**src/rtl/uart_tx_if.sv**
```systemverilog
// Host-side handshake bundle for the UART transmitter: parallel word in,
// serial line and frame status out.
interface uart_tx_if #(
  parameter int DATA_BITS = 8
);
  logic [DATA_BITS-1:0] data;
  logic                 start;
  logic                 tx;
  logic                 busy;
  logic                 done;

  modport master (
    output data,
    output start,
    input  tx,
    input  busy,
    input  done
  );

  modport slave (
    input  data,
    input  start,
    output tx,
    output busy,
    output done
  );
endinterface

```
**src/rtl/uart_tx.sv**
```systemverilog
// UART transmitter: start bit, DATA_BITS data bits LSB first, optional parity,
// STOP_BITS stop bits; every bit lasts OVERSAMPLE ticks of the baud x16 clock.
module uart_tx #(
  parameter int DATA_BITS  = 8,
  parameter int OVERSAMPLE = 16,
  parameter int PARITY     = 0,
  parameter int STOP_BITS  = 1
) (
  input  logic     tick,
  input  logic     reset,
  uart_tx_if.slave bus
);

  localparam int BCW = $clog2(DATA_BITS + 1);

  localparam logic [3:0]     TICK_LAST = 4'(OVERSAMPLE - 1);
  localparam logic [BCW-1:0] DATA_LAST = BCW'(DATA_BITS - 1);
  localparam logic [BCW-1:0] STOP_LAST = BCW'(STOP_BITS - 1);
  localparam logic           PAR_ODD   = (PARITY == 2);
  localparam logic           PAR_EN    = (PARITY != 0);

  typedef enum logic [2:0] {
    S_IDLE   = 3'd0,
    S_START  = 3'd1,
    S_DATA   = 3'd2,
    S_PARITY = 3'd3,
    S_STOP   = 3'd4
  } state_t;

  state_t                 state_q, state_d;
  logic [3:0]             tick_cnt_q, tick_cnt_d;
  logic [BCW-1:0]         bit_cnt_q, bit_cnt_d;
  logic [DATA_BITS-1:0]   shreg_q, shreg_d;
  logic                   par_q, par_d;
  logic                   tx_q, tx_d;
  logic                   busy_q, busy_d;
  logic                   done_q, done_d;
  logic                   bit_end;

  always_ff @(posedge tick or negedge reset) begin
    if (!reset) begin
      state_q    <= S_IDLE;
      tick_cnt_q <= '0;
      bit_cnt_q  <= '0;
      shreg_q    <= '0;
      par_q      <= 1'b0;
      tx_q       <= 1'b1;
      busy_q     <= 1'b0;
      done_q     <= 1'b0;
    end else begin
      state_q    <= state_d;
      tick_cnt_q <= tick_cnt_d;
      bit_cnt_q  <= bit_cnt_d;
      shreg_q    <= shreg_d;
      par_q      <= par_d;
      tx_q       <= tx_d;
      busy_q     <= busy_d;
      done_q     <= done_d;
    end
  end

  always_comb begin
    state_d    = state_q;
    tick_cnt_d = tick_cnt_q;
    bit_cnt_d  = bit_cnt_q;
    shreg_d    = shreg_q;
    par_d      = par_q;
    done_d     = 1'b0;
    bit_end    = (tick_cnt_q == TICK_LAST);

    case (state_q)
      S_IDLE: begin
        if (bus.start) begin
          shreg_d    = bus.data;
          tick_cnt_d = '0;
          bit_cnt_d  = '0;
          par_d      = 1'b0;
          state_d    = S_START;
        end
      end

      S_START: begin
        if (bit_end) begin
          tick_cnt_d = '0;
          bit_cnt_d  = '0;
          state_d    = S_DATA;
        end else begin
          tick_cnt_d = tick_cnt_q + 4'd1;
        end
      end

      S_DATA: begin
        if (bit_end) begin
          tick_cnt_d = '0;
          shreg_d    = {1'b0, shreg_q[DATA_BITS-1:1]};
          par_d      = par_q ^ shreg_q[0];
          if (bit_cnt_q == DATA_LAST) begin
            bit_cnt_d = '0;
            state_d   = PAR_EN ? S_PARITY : S_STOP;
          end else begin
            bit_cnt_d = bit_cnt_q + 1'b1;
          end
        end else begin
          tick_cnt_d = tick_cnt_q + 4'd1;
        end
      end

      S_PARITY: begin
        if (bit_end) begin
          tick_cnt_d = '0;
          bit_cnt_d  = '0;
          state_d    = S_STOP;
        end else begin
          tick_cnt_d = tick_cnt_q + 4'd1;
        end
      end

      S_STOP: begin
        // The bit counter is reused to count stop bits.
        if (bit_end) begin
          tick_cnt_d = '0;
          if (bit_cnt_q == STOP_LAST) begin
            bit_cnt_d = '0;
            state_d   = S_IDLE;
            done_d    = 1'b1;
          end else begin
            bit_cnt_d = bit_cnt_q + 1'b1;
          end
        end else begin
          tick_cnt_d = tick_cnt_q + 4'd1;
        end
      end

      default: begin
        state_d    = S_IDLE;
        tick_cnt_d = '0;
        bit_cnt_d  = '0;
      end
    endcase

    // Line level is decoded from the next state so tx comes straight off a flop.
    case (state_d)
      S_START:  tx_d = 1'b0;
      S_DATA:   tx_d = shreg_d[0];
      S_PARITY: tx_d = par_d ^ PAR_ODD;
      default:  tx_d = 1'b1;
    endcase

    busy_d = (state_d != S_IDLE);
  end

  assign bus.tx   = tx_q;
  assign bus.busy = busy_q;
  assign bus.done = done_q;

endmodule

```
**src/flat_wrapper.sv**
```systemverilog
// flat-port wrapper written by rule: the top's interface ports become plain ports
module uart_tx_flat 
#(
  parameter int DATA_BITS  = 8,
  parameter int OVERSAMPLE = 16,
  parameter int PARITY     = 0,
  parameter int STOP_BITS  = 1
)
  (tick, reset, bus_data, bus_start, bus_tx, bus_busy, bus_done);
  uart_tx_if #(.DATA_BITS(DATA_BITS)) bus_i ();
  input  logic tick;
  input  logic reset;
  input wire logic [$bits(bus_i.data)-1:0] bus_data;
  input wire logic [$bits(bus_i.start)-1:0] bus_start;
  output wire logic [$bits(bus_i.tx)-1:0] bus_tx;
  output wire logic [$bits(bus_i.busy)-1:0] bus_busy;
  output wire logic [$bits(bus_i.done)-1:0] bus_done;
  assign bus_i.data = bus_data;
  assign bus_i.start = bus_start;
  assign bus_tx = bus_i.tx;
  assign bus_busy = bus_i.busy;
  assign bus_done = bus_i.done;
  uart_tx #(.DATA_BITS(DATA_BITS), .OVERSAMPLE(OVERSAMPLE), .PARITY(PARITY), .STOP_BITS(STOP_BITS)) u_core (.tick(tick), .reset(reset), .bus(bus_i));
endmodule
```
**config.mk**
```make
export PLATFORM = sky130hd
export DESIGN_NAME = uart_tx_flat
export DESIGN_NICKNAME = d
export VERILOG_FILES = /design/src/rtl/uart_tx_if.sv /design/src/rtl/uart_tx.sv /design/src/flat_wrapper.sv
export SDC_FILE = /design/constraint.sdc
export NUM_CORES = 1
export LEC_CHECK = 0
export BUFFER_PORTS_ARGS = -buffer_cell sky130_fd_sc_hd__buf_2
export CAP_MARGIN = 20
export CORE_UTILIZATION = 50
export DETAILED_ROUTE_END_ITERATION = 6
export PLACE_DENSITY = 0.66
export SYNTH_ARGS = -nofsm -noshare
export SYNTH_HDL_FRONTEND = slang
export SYNTH_SLANG_ARGS = --single-unit
```
**constraint.sdc**
```tcl
create_clock -name tick -period 2.4 [get_ports tick]
set_input_delay 0.36 -clock tick [delete_from_list [all_inputs] [get_ports tick]]
set_output_delay 0.36 -clock tick [all_outputs]
set_load 0.005 [all_outputs]
```
==> run metrics, run 1 <==
Final Setup Violations=0; worst r2r path cells=5; Area Overhead vs Synth=9.05%; Worst-Margin Slew=614 ps; H-Tree Depth=1; Final #Nets=155; CTS Hold Buffers Added=0; Max-Cap Viols=0; CTS tree=built; Seq cells post-synth=23; IO Pins=14; CP Capture Type=flip-flop; 1st-pass router iterations=4; CP required=2620 ps; setup TNS=0 ps; overall power=0.00133 W; Final Cycle Share=0.783; Period minus WS final=1880 ps; Synthesized Nets=139; die width=51.6 um; CP arrival=2100 ps; worst min-delay path class=in2async; ratio of cells with drive above 1 in the final layout=0.207; number of global-route vias before repair=905; Port Buffers=13; total global-route track usage=0.200; CTS Sinks=23; ANT nets after route=0; maximum clock path buffer count=2; Fin Hold WS=-5.28 ps; drt initial violations=15; outcome=finished, violations left; clock root cell=clkbuf_4; HPWL after DPL=1.67 mm; first-pass GRT wire length=3.96 mm; final hold viol count=19; starting density of the core=0.546; yosys warns=0; pre-CTS setup slack=557 ps; GPL Wtd Cong=0.760; PostCTS Resize Cnt=0; DR vias=1009; Final Core Density=0.595; Syn Area/Cell=9.84 um2; failing checks=hold timing; largest net degree at the start of global routing=24; detail-routed via count per cell=6.01; Reg clk slew, reported paths=120 ps; grt ovf=0; die area=0.00266 mm2; Cell Area, Synth=0.00123 mm2; post-synthesis cell count=125; Rel. slew slack=0.590; Worst Clk Skew=2.69 ps; Max Freq=532 MHz; final worst slack=521 ps; count of final max-slew check failures=0; Routed WL=2.28 mm; # DRC=0; Crit Path Max Fanout=10; setup bufs post-CTS=0; Setup crit start kind=flip-flop; TritonCTS buffer count=3; power per standard cell area=994 mW/mm2; chip height=51.6 um; antenna violations before repair=0; Pleak=0.601 nW; # rows=17; Yosys cell types=41; RSZ-0062 raised after global routing=no; wire length per cell=13.6 um; # diodes=0; crit path kind=reg2reg; VDD IR max=0.491 mV; Core Area=0.00225 mm2; clock network latency to the later pin of the worst-skew pair=320 ps; sequential fraction of the synthesis area=0.469
-- final timing paths --
path	startpoint	to	slack (ps)
max reg2reg	u_core.tick_cnt_q[0]	u_core.bit_cnt_q[3]	520
max	u_core.tick_cnt_q[0]	u_core.bit_cnt_q[3]	520
max in group asynchronous	reset	u_core.bus.tx	2040
min in group tick	bus_data[7]	u_core.shreg_q[7]	240
min	reset	u_core.tick_cnt_q[2]	-5
min reg2reg	u_core.shreg_q[4]	u_core.shreg_q[4]	490
-- where the power goes --
group | switching (W) | leakage (nW) | internal [W] | total, W
Clock | 0.000118 | 0.0177 | 0.0000624 | 0.000180
Combinational | 0.000236 | 0.295 | 0.000241 | 0.000478
Sequential | 0.000142 | 0.288 | 0.000534 | 0.000675
Total | 0.000496 | 0.601 | 0.000838 | 0.00133
-- state kept, by name, indices dropped and copies added, names as in the netlist --
| name | count |
|---|---|
| u_core.shreg_q | 8 |
| u_core.bit_cnt_q | 4 |
| u_core.tick_cnt_q | 4 |
| u_core.state_q | 3 |
| u_core.bus.busy | 1 |
| u_core.bus.done | 1 |
| u_core.bus.tx | 1 |
| u_core.par_q | 1 |
-- cell families after synthesis --
| kind of cell | count (synthesis) | share of synthesized area |
|---|---|---|
| flops | 23 | 0.469 |
| buf+inv | 9 | 0.0437 |
| compound gates | 36 | 0.215 |
| xor+xnor | 3 | 0.0214 |
| fa+ha+maj | 3 | 0.0305 |
| simple gates | 51 | 0.221 |
-- layer usage --
metal	global-route usage	up-vias	part of all wire	wire [um]
li1	-	494	-	-
met1	0.276	491	0.46	1040
met2	0.318	22	0.50	1140
met3	0.0263	2	0.033	76
met4	0.0811	0	0.012	27
met5	0	-	0	0
-- synthesized netlist by cell type (all sizes together) --
cell,n,area share
or2,3,0.015
buf,4,0.028
a211oi,1,0.0061
a32o,5,0.042
nor3b,2,0.012
inv,4,0.012
o2bb2ai,2,0.014
a31oi,1,0.0051
nand2,19,0.058
nand2b,3,0.015
nor3,5,0.020
clkbuf,1,0.0030
dfstp,1,0.021
xor2,1,0.0071
a22o,4,0.028
o32ai,1,0.0071
and3,1,0.0051
and3b,1,0.0081
o211ai,1,0.0061
a21oi,3,0.012
a31o,1,0.0071
ha,3,0.031
a22oi,6,0.037
nor4b,1,0.012
a211o,1,0.0071
o22ai,2,0.010
dfrtp,22,0.45
o21ai,8,0.033
nor2,5,0.015
nand3b,1,0.0061
nand3,6,0.028
xnor2,2,0.014
or3b,1,0.0092
and2,1,0.0051
nand4,2,0.010
-- worst max-delay path, stage by stage, from the launching register on --
cell and delay, ps:
dfrtp_1 440, ha_1 240, and3_1 390, o21ai_1 230, a22o_1 290, a32o_1 190
-- stage by stage --
stage               cells  area, um2
detailed placement    164       1310
CTS                   168       1340
finish                168       1340
floorplan             125       1230
global route          168       1340
global placement      164       1310
-- layout make-up --
cell class / count / area, um2
fill: 214 / 913
tap: 28 / 35.0
inverter: 4 / 15.0
timing repair buffer: 16 / 87.6
clock inverter: 1 / 5.00
multi-input combinational: 93 / 599
clock buffer: 3 / 22.5
sequential: 23 / 577
-- cells in the final DEF (no fill, tap or decap), types with 2 or more instances in the layout --
cell type / count
or2_2: 2
a21oi_1: 3
o22ai_1: 2
nand2_1: 19
nor2_1: 5
nand3_1: 5
o2bb2ai_1: 2
nor3b_1: 2
nand2b_1: 3
a22oi_1: 6
buf_4: 3
nor3_1: 5
xnor2_1: 2
inv_1: 4
a22o_1: 4
nand4_1: 2
o21ai_0: 7
dfrtp_1: 22
a32o_1: 4
buf_2: 13
ha_1: 3
clkbuf_4: 3
(Power assumes the default switching activity.)
==> inputs of run 2 (changes only) <==
Settings changed: PLACE_DENSITY 0.66 to 0.69.
Clock period 2.4 ns to 1.5 ns, I/O delays scaled along.
==> run 2 against run 1 <==
The flow finishes with violations (setup timing). Critical path depth rose by 1. Global-route usage rose by 4.5 points. Clock skew is 6.0 ps higher. First-iteration DRC count rose by 110%. Count of clock-buffer cells in the layout stayed put. Maximum frequency is 10% higher. Routed wire length is 32% higher. Setup slack worse by 720 ps. Clock power up 68%. Die area is the same. Sequential cell count did not move. Highest routed layer unchanged.
==> run metrics, run 2 (synthesized netlist as in run 1, its figures left out) <==
commonest cells after routing, fill and taps aside=buf_4 (24), dfrtp_1 (21), nand2_1 (19), buf_2 (13), a22oi_1 (6); CP arrival=1940 ps (-160 ps); final worst slack=-203 ps (-724 ps); # diodes=0 (unchanged); Worst Clk Skew=8.64 ps (+5.95 ps); outcome=finished, violations left; setup TNS=-740 ps (-740 ps); Hold Path Origin=bus_data[7]; Pleak=0.737 nW (+22%); Final Core Density=0.736 (+0.141); clock root cell=clkbuf_4; H-Tree Depth=1 (unchanged); met2 Track Usage GR=0.439 (+0.121); die width=51.6 um (unchanged); GPL Wtd Cong=0.834 (+9.8%); crit path kind=reg2reg; Final Setup Violations=7 (+7); biggest regs=u_core.shreg_q x8, u_core.bit_cnt_q x4, u_core.tick_cnt_q x4; ANT nets after route=0 (unchanged); overall power=0.00265 W (+99%); clock network latency to the later pin of the worst-skew pair=330 ps (about the same); GRT met1 Usage=0.285 (+0.00938); Period minus WS final=1700 ps (-176 ps); antenna violations before repair=0 (unchanged); # rows=17 (unchanged); starting density of the core=0.546 (unchanged); count of final max-slew check failures=0 (unchanged); Port Buffers=13 (unchanged); pre-CTS setup slack=-267 ps (-824 ps); failing checks=setup timing; fin cells=193 (+15%); power per standard cell area=1600 mW/mm2 (+61%); met3 Resource Use GR=0.0351 (+0.00877); most common cell after layout, fill and taps aside=buf_4; Max Freq=587 MHz (+10%); CP required=1740 ps (-880 ps); Core Area=0.00225 mm2 (unchanged); CP Capture Type=flip-flop; worst min-delay path class=in2reg; IO Pins=14 (unchanged); 1st-pass router iterations=4 (unchanged); placed insts=181 (+10%); final hold viol count=0 (-19); VDD IR max=0.996 mV (+100%); CP startpoint=u_core.bit_cnt_q[0]; Final #Nets=180 (+16%); Largest Register=u_core.shreg_q; detail-routed via count per cell=5.98 (-0.36%); wire length per cell=15.6 um (+14%); Worst-Margin Slew=523 ps (-91.0 ps); maximum clock path buffer count=2 (unchanged); Reg clk slew, reported paths=130 ps (about the same); max reg flops=8 (unchanged); largest net degree at the start of global routing=24 (unchanged); Setup crit start kind=flip-flop; drt initial violations=31 (+16); Rel. slew slack=0.651 (+0.0616); CTS tree=built; gr busiest metal=met2; DR vias=1155 (+14%); die area=0.00266 mm2 (unchanged); grt ovf=0 (unchanged); total global-route track usage=0.245 (+0.0450); HPWL after DPL=1.93 mm (+15%); number of global-route vias before repair=1139 (+26%); fill cell count=181 (-15%); TritonCTS buffer count=3 (unchanged); Crit Path Max Fanout=3 (-7); RR Startpoint=u_core.bit_cnt_q[0]; Area Overhead vs Synth=34.9%; # DRC=0 (unchanged); first-pass GRT wire length=4.77 mm (+20%); chip height=51.6 um (unchanged); CTS Sinks=23 (unchanged); Routed WL=3.00 mm (+32%); RSZ-0062 raised after global routing=yes; ratio of cells with drive above 1 in the final layout=0.412 (+0.205); Final Cycle Share=1.14 (+0.352); Max-Cap Viols=0 (unchanged)
[run 2: cell count changes in the layout (fill, tap and decap cells not counted), moves of 2 or more]
cell,change
buf_12,+2
buf_4,+21
ha_1,-2
nor2_1,-2
nor3_1,-2
nor3_2,+2
nor3b_1,-2
o21ai_0,-3
[run 2: critical path, cell delays in order (launching register included)]
cell,delay [ps]
dfrtp_1,420
inv_2,70
ha_1,120
or3b_4,370
a32o_2,260
a22o_1,180
a32o_1,190
[run 2: stage by stage]
step / hold slack (ps) / area [um2]
floorplan: -70.6 / 1250
CTS: 89.5 / 1600
detailed placement: 231 / 1480
global route: 102 / 1660
finish: 92.1 / 1660
global placement: 226 / 1480
[run 2: metal layers]
metal  share of wire  routed length (um)
met2            0.53                1600
met4           0.015                  45
met1            0.41                1240
met5               0                   0
met3           0.038                 114
[run 2: worst paths after layout]
| check | end | depth (start not counted) | slack, ps |
|---|---|---|---|
| min in group asynchronous | u_core.par_q | 2 | 380 |
| hold reg to reg | u_core.shreg_q[3] | 2 | 500 |
| max in group asynchronous | u_core.state_q[2] | 2 | 730 |
| setup reg to reg | u_core.bit_cnt_q[3] | 6 | -200 |
| setup / recovery | u_core.bit_cnt_q[3] | 6 | -200 |
| hold / removal | u_core.shreg_q[7] | 3 | 90 |
[run 2: cell type report]
class / count / area [um2] / share of cell area
Multi-Input combinational cell: 94 / 708 / 0.427
Timing Repair Buffer: 40 / 295 / 0.178
Clock buffer: 3 / 22.5 / 0.0136
Clock inverter: 1 / 5.00 / 0.00302
Tap cell: 28 / 35.0 / 0.0211
Inverter: 4 / 15.0 / 0.00905
Sequential cell: 23 / 578 / 0.348
[run 2: power by group]
group          switching, W  internal [W]  total [W]
registers          0.000184      0.000855    0.00104
clock network      0.000202      0.000100   0.000302
logic              0.000622      0.000685    0.00131
total               0.00101       0.00164    0.00265
[run 2: repair_timing]
| action | 4_1_cts | 5_1_grt |
|---|---|---|
| hold endpoints to repair | 22 | 0 |
| cloned | 0 | 1 |
| setup endpoints to repair | 14 | 21 |
| setup buffers | 4 | 2 |
| hold buffers | 1 | 0 |
| resized for setup | 11 | 9 |
| pin swaps | 2 | 3 |
==> inputs of run 3 (changes only) <==
Settings changed: CORE_UTILIZATION 50 to 40, PLACE_DENSITY 0.69 to 0.56.
==> run 3 against run 2 <==
The run still ends with setup timing left. Register-to-register slack hardly changed. Sequential cell count stayed put. Critical path type unchanged. Routed wire length is 2.4% higher. Combinational power is 15% higher.
==> run metrics, run 3 (synthesized netlist as in run 1, its figures left out) <==
antenna violations before repair=0 (unchanged); CP Capture Type=flip-flop; Worst-Margin Slew=521 ps (-2.25 ps); Worst Clk Skew=3.37 ps (-5.27 ps); starting density of the core=0.435 (-0.111); final worst slack=-214 ps (-10.9 ps); GPL Wtd Cong=0.755 (-9.5%); # diodes=0 (unchanged); grt ovf=0 (unchanged); RR Endpoint=u_core.bit_cnt_q[3]; CTS Sinks=23 (unchanged); RSZ-0062 raised after global routing=yes; RR Startpoint=u_core.bit_cnt_q[0]; number of global-route vias before repair=1162 (+2.0%); CP arrival=1950 ps (about the same); Reg clk slew, reported paths=140 ps (about the same); CP startpoint=u_core.bit_cnt_q[0]; Setup crit start kind=flip-flop; met3 Resource Use GR=0.0612 (+0.0261); largest net degree at the start of global routing=24 (unchanged); VDD IR max=1.06 mV (+6.3%); R2R setup slack=-210 ps (about the same); 1st-pass router iterations=4 (unchanged); clock share of power=0.109 (-0.005); sw frac=0.371 (-0.0100); drt initial violations=34 (+9.7%); commonest cells after routing, fill and taps aside=buf_4 (28), dfrtp_1 (22), nand2_1 (18), buf_2 (13); met2 Track Usage GR=0.321 (-0.119); maximum clock path buffer count=2 (unchanged); Crit Path Max Fanout=3 (unchanged); Final #Nets=188 (+4.4%); H-Tree Depth=1 (unchanged); DR vias=1146 (-0.78%); Critical Path End=u_core.bit_cnt_q[3]; most common cell after layout, fill and taps aside=buf_4; count of final max-slew check failures=0 (unchanged); TritonCTS buffer count=3 (unchanged); Fin Hold WS=92.8 ps (+0.769 ps); Max Freq=583 MHz (-0.64%); NetSw=0.00105 W (+4.1%); Core Area=0.00283 mm2 (+25%); first-pass GRT wire length=5.00 mm (+4.8%); final hold viol count=0 (unchanged); failing checks=setup timing; gr busiest metal=met2; chip height=57.5 um (+11%); ANT nets after route=0 (unchanged); total global-route track usage=0.197 (-0.0482); Largest Register=u_core.shreg_q; Power Internal=0.00178 W (+8.7%); CTS tree=built; Port Buffers=13 (unchanged); IO Pins=14 (unchanged); outcome=finished, violations left; max reg flops=8 (unchanged); CP required=1730 ps (about the same); setup TNS=-939 ps (-198 ps); part of the power in registers=0.358 (-0.034); detail-routed via count per cell=5.62 (-6.1%); clock network latency to the later pin of the worst-skew pair=320 ps (about the same); Rel. slew slack=0.653 (+0.00150); die width=57.5 um (+11%); worst min-delay path class=in2reg; crit path kind=reg2reg; clock root cell=clkbuf_4; biggest regs=u_core.shreg_q x8, u_core.bit_cnt_q x4, u_core.tick_cnt_q x4; GRT met1 Usage=0.243 (-0.0420); die area=0.00330 mm2 (+24%); Pleak=0.785 nW (+6.6%); ratio of cells with drive above 1 in the final layout=0.457 (+0.0445); Final Cycle Share=1.14 (+0.00728); HPWL after DPL=2.07 mm (+7.4%); Routed WL=3.08 mm (+2.4%); Area Overhead vs Synth=43.5%; pre-CTS setup slack=-254 ps (+13.1 ps); wire length per cell=15.1 um (-3.1%); Period minus WS final=1710 ps (+10.9 ps); power per standard cell area=1600 mW/mm2 (+0.52%); Final Setup Violations=8 (+1); # rows=19 (+2); combinational fraction of design power=0.533 (+0.039); worst r2r path cells=6 (unchanged); Max-Cap Viols=0 (unchanged); # DRC=0 (unchanged)
[run 3: timing repair]
item                                    in CTS  in global routing
buffers inserted                             5                  6
hold buffers                                 1                  0
endpoints found under the setup margin       8                 22
pin swaps                                    2                 10
gates resized for setup                     10                 22
hold endpoints to repair                    22                  0
[run 3: stage by stage]
step / util / instance area [um2] / total power, W / cells
after floorplan: - / 1250 / 0.00173 / 125
after global placement: 0.536 / 1520 / 0.00212 / 189
after detailed placement: 0.536 / 1520 / 0.00217 / 189
after CTS: 0.580 / 1640 / 0.00263 / 199
after global routing: 0.624 / 1770 / 0.00305 / 204
final: 0.624 / 1770 / 0.00283 / 204
[run 3: how the worst min path moves through the flow]
| stage | start | depth (start not counted) | endpoint |
|---|---|---|---|
| floorplan | reset | 0 | u_core.bit_cnt_q[0] |
| global placement | reset | 1 | u_core.tick_cnt_q[2] |
| detailed placement | reset | 1 | u_core.tick_cnt_q[3] |
| CTS | bus_data[7] | 3 | u_core.shreg_q[7] |
| global route | bus_data[2] | 3 | u_core.shreg_q[2] |
| finish | bus_data[7] | 3 | u_core.shreg_q[7] |
[run 3: per-layer routing]
layer	share of wire	up-vias
li1	-	558
met1	0.43	561
met2	0.52	20
met3	0.033	7
met4	0.016	0
met5	0	-
[run 3: worst max-delay path, stage by stage, from the launching register on]
cell     delay, ps
dfrtp_1        420
inv_2           60
ha_1           120
or3b_4         370
a32o_2         270
a22o_1         180
a32o_1         200
[run 3: area by class of cell]
type	count	area (um2)
fill	223	1060
inverter	4	15.0
clock buffer	3	22.5
timing repair buffer	49	373
tap	31	38.8
clock inverter	1	7.51
multi-input combinational	93	732
sequential	23	577
[run 3: power groups by stage]
stage	Combinational, W	Sequential, W	Clock, W
2_1_floorplan	0.000719	0.00101	0
3_3_place_gp	0.00111	0.00101	0
3_5_place_dp	0.00114	0.00103	0
4_1_cts	0.00131	0.00100	0.000323
5_1_grt	0.00165	0.00105	0.000357
6_report	0.00151	0.00101	0.000308
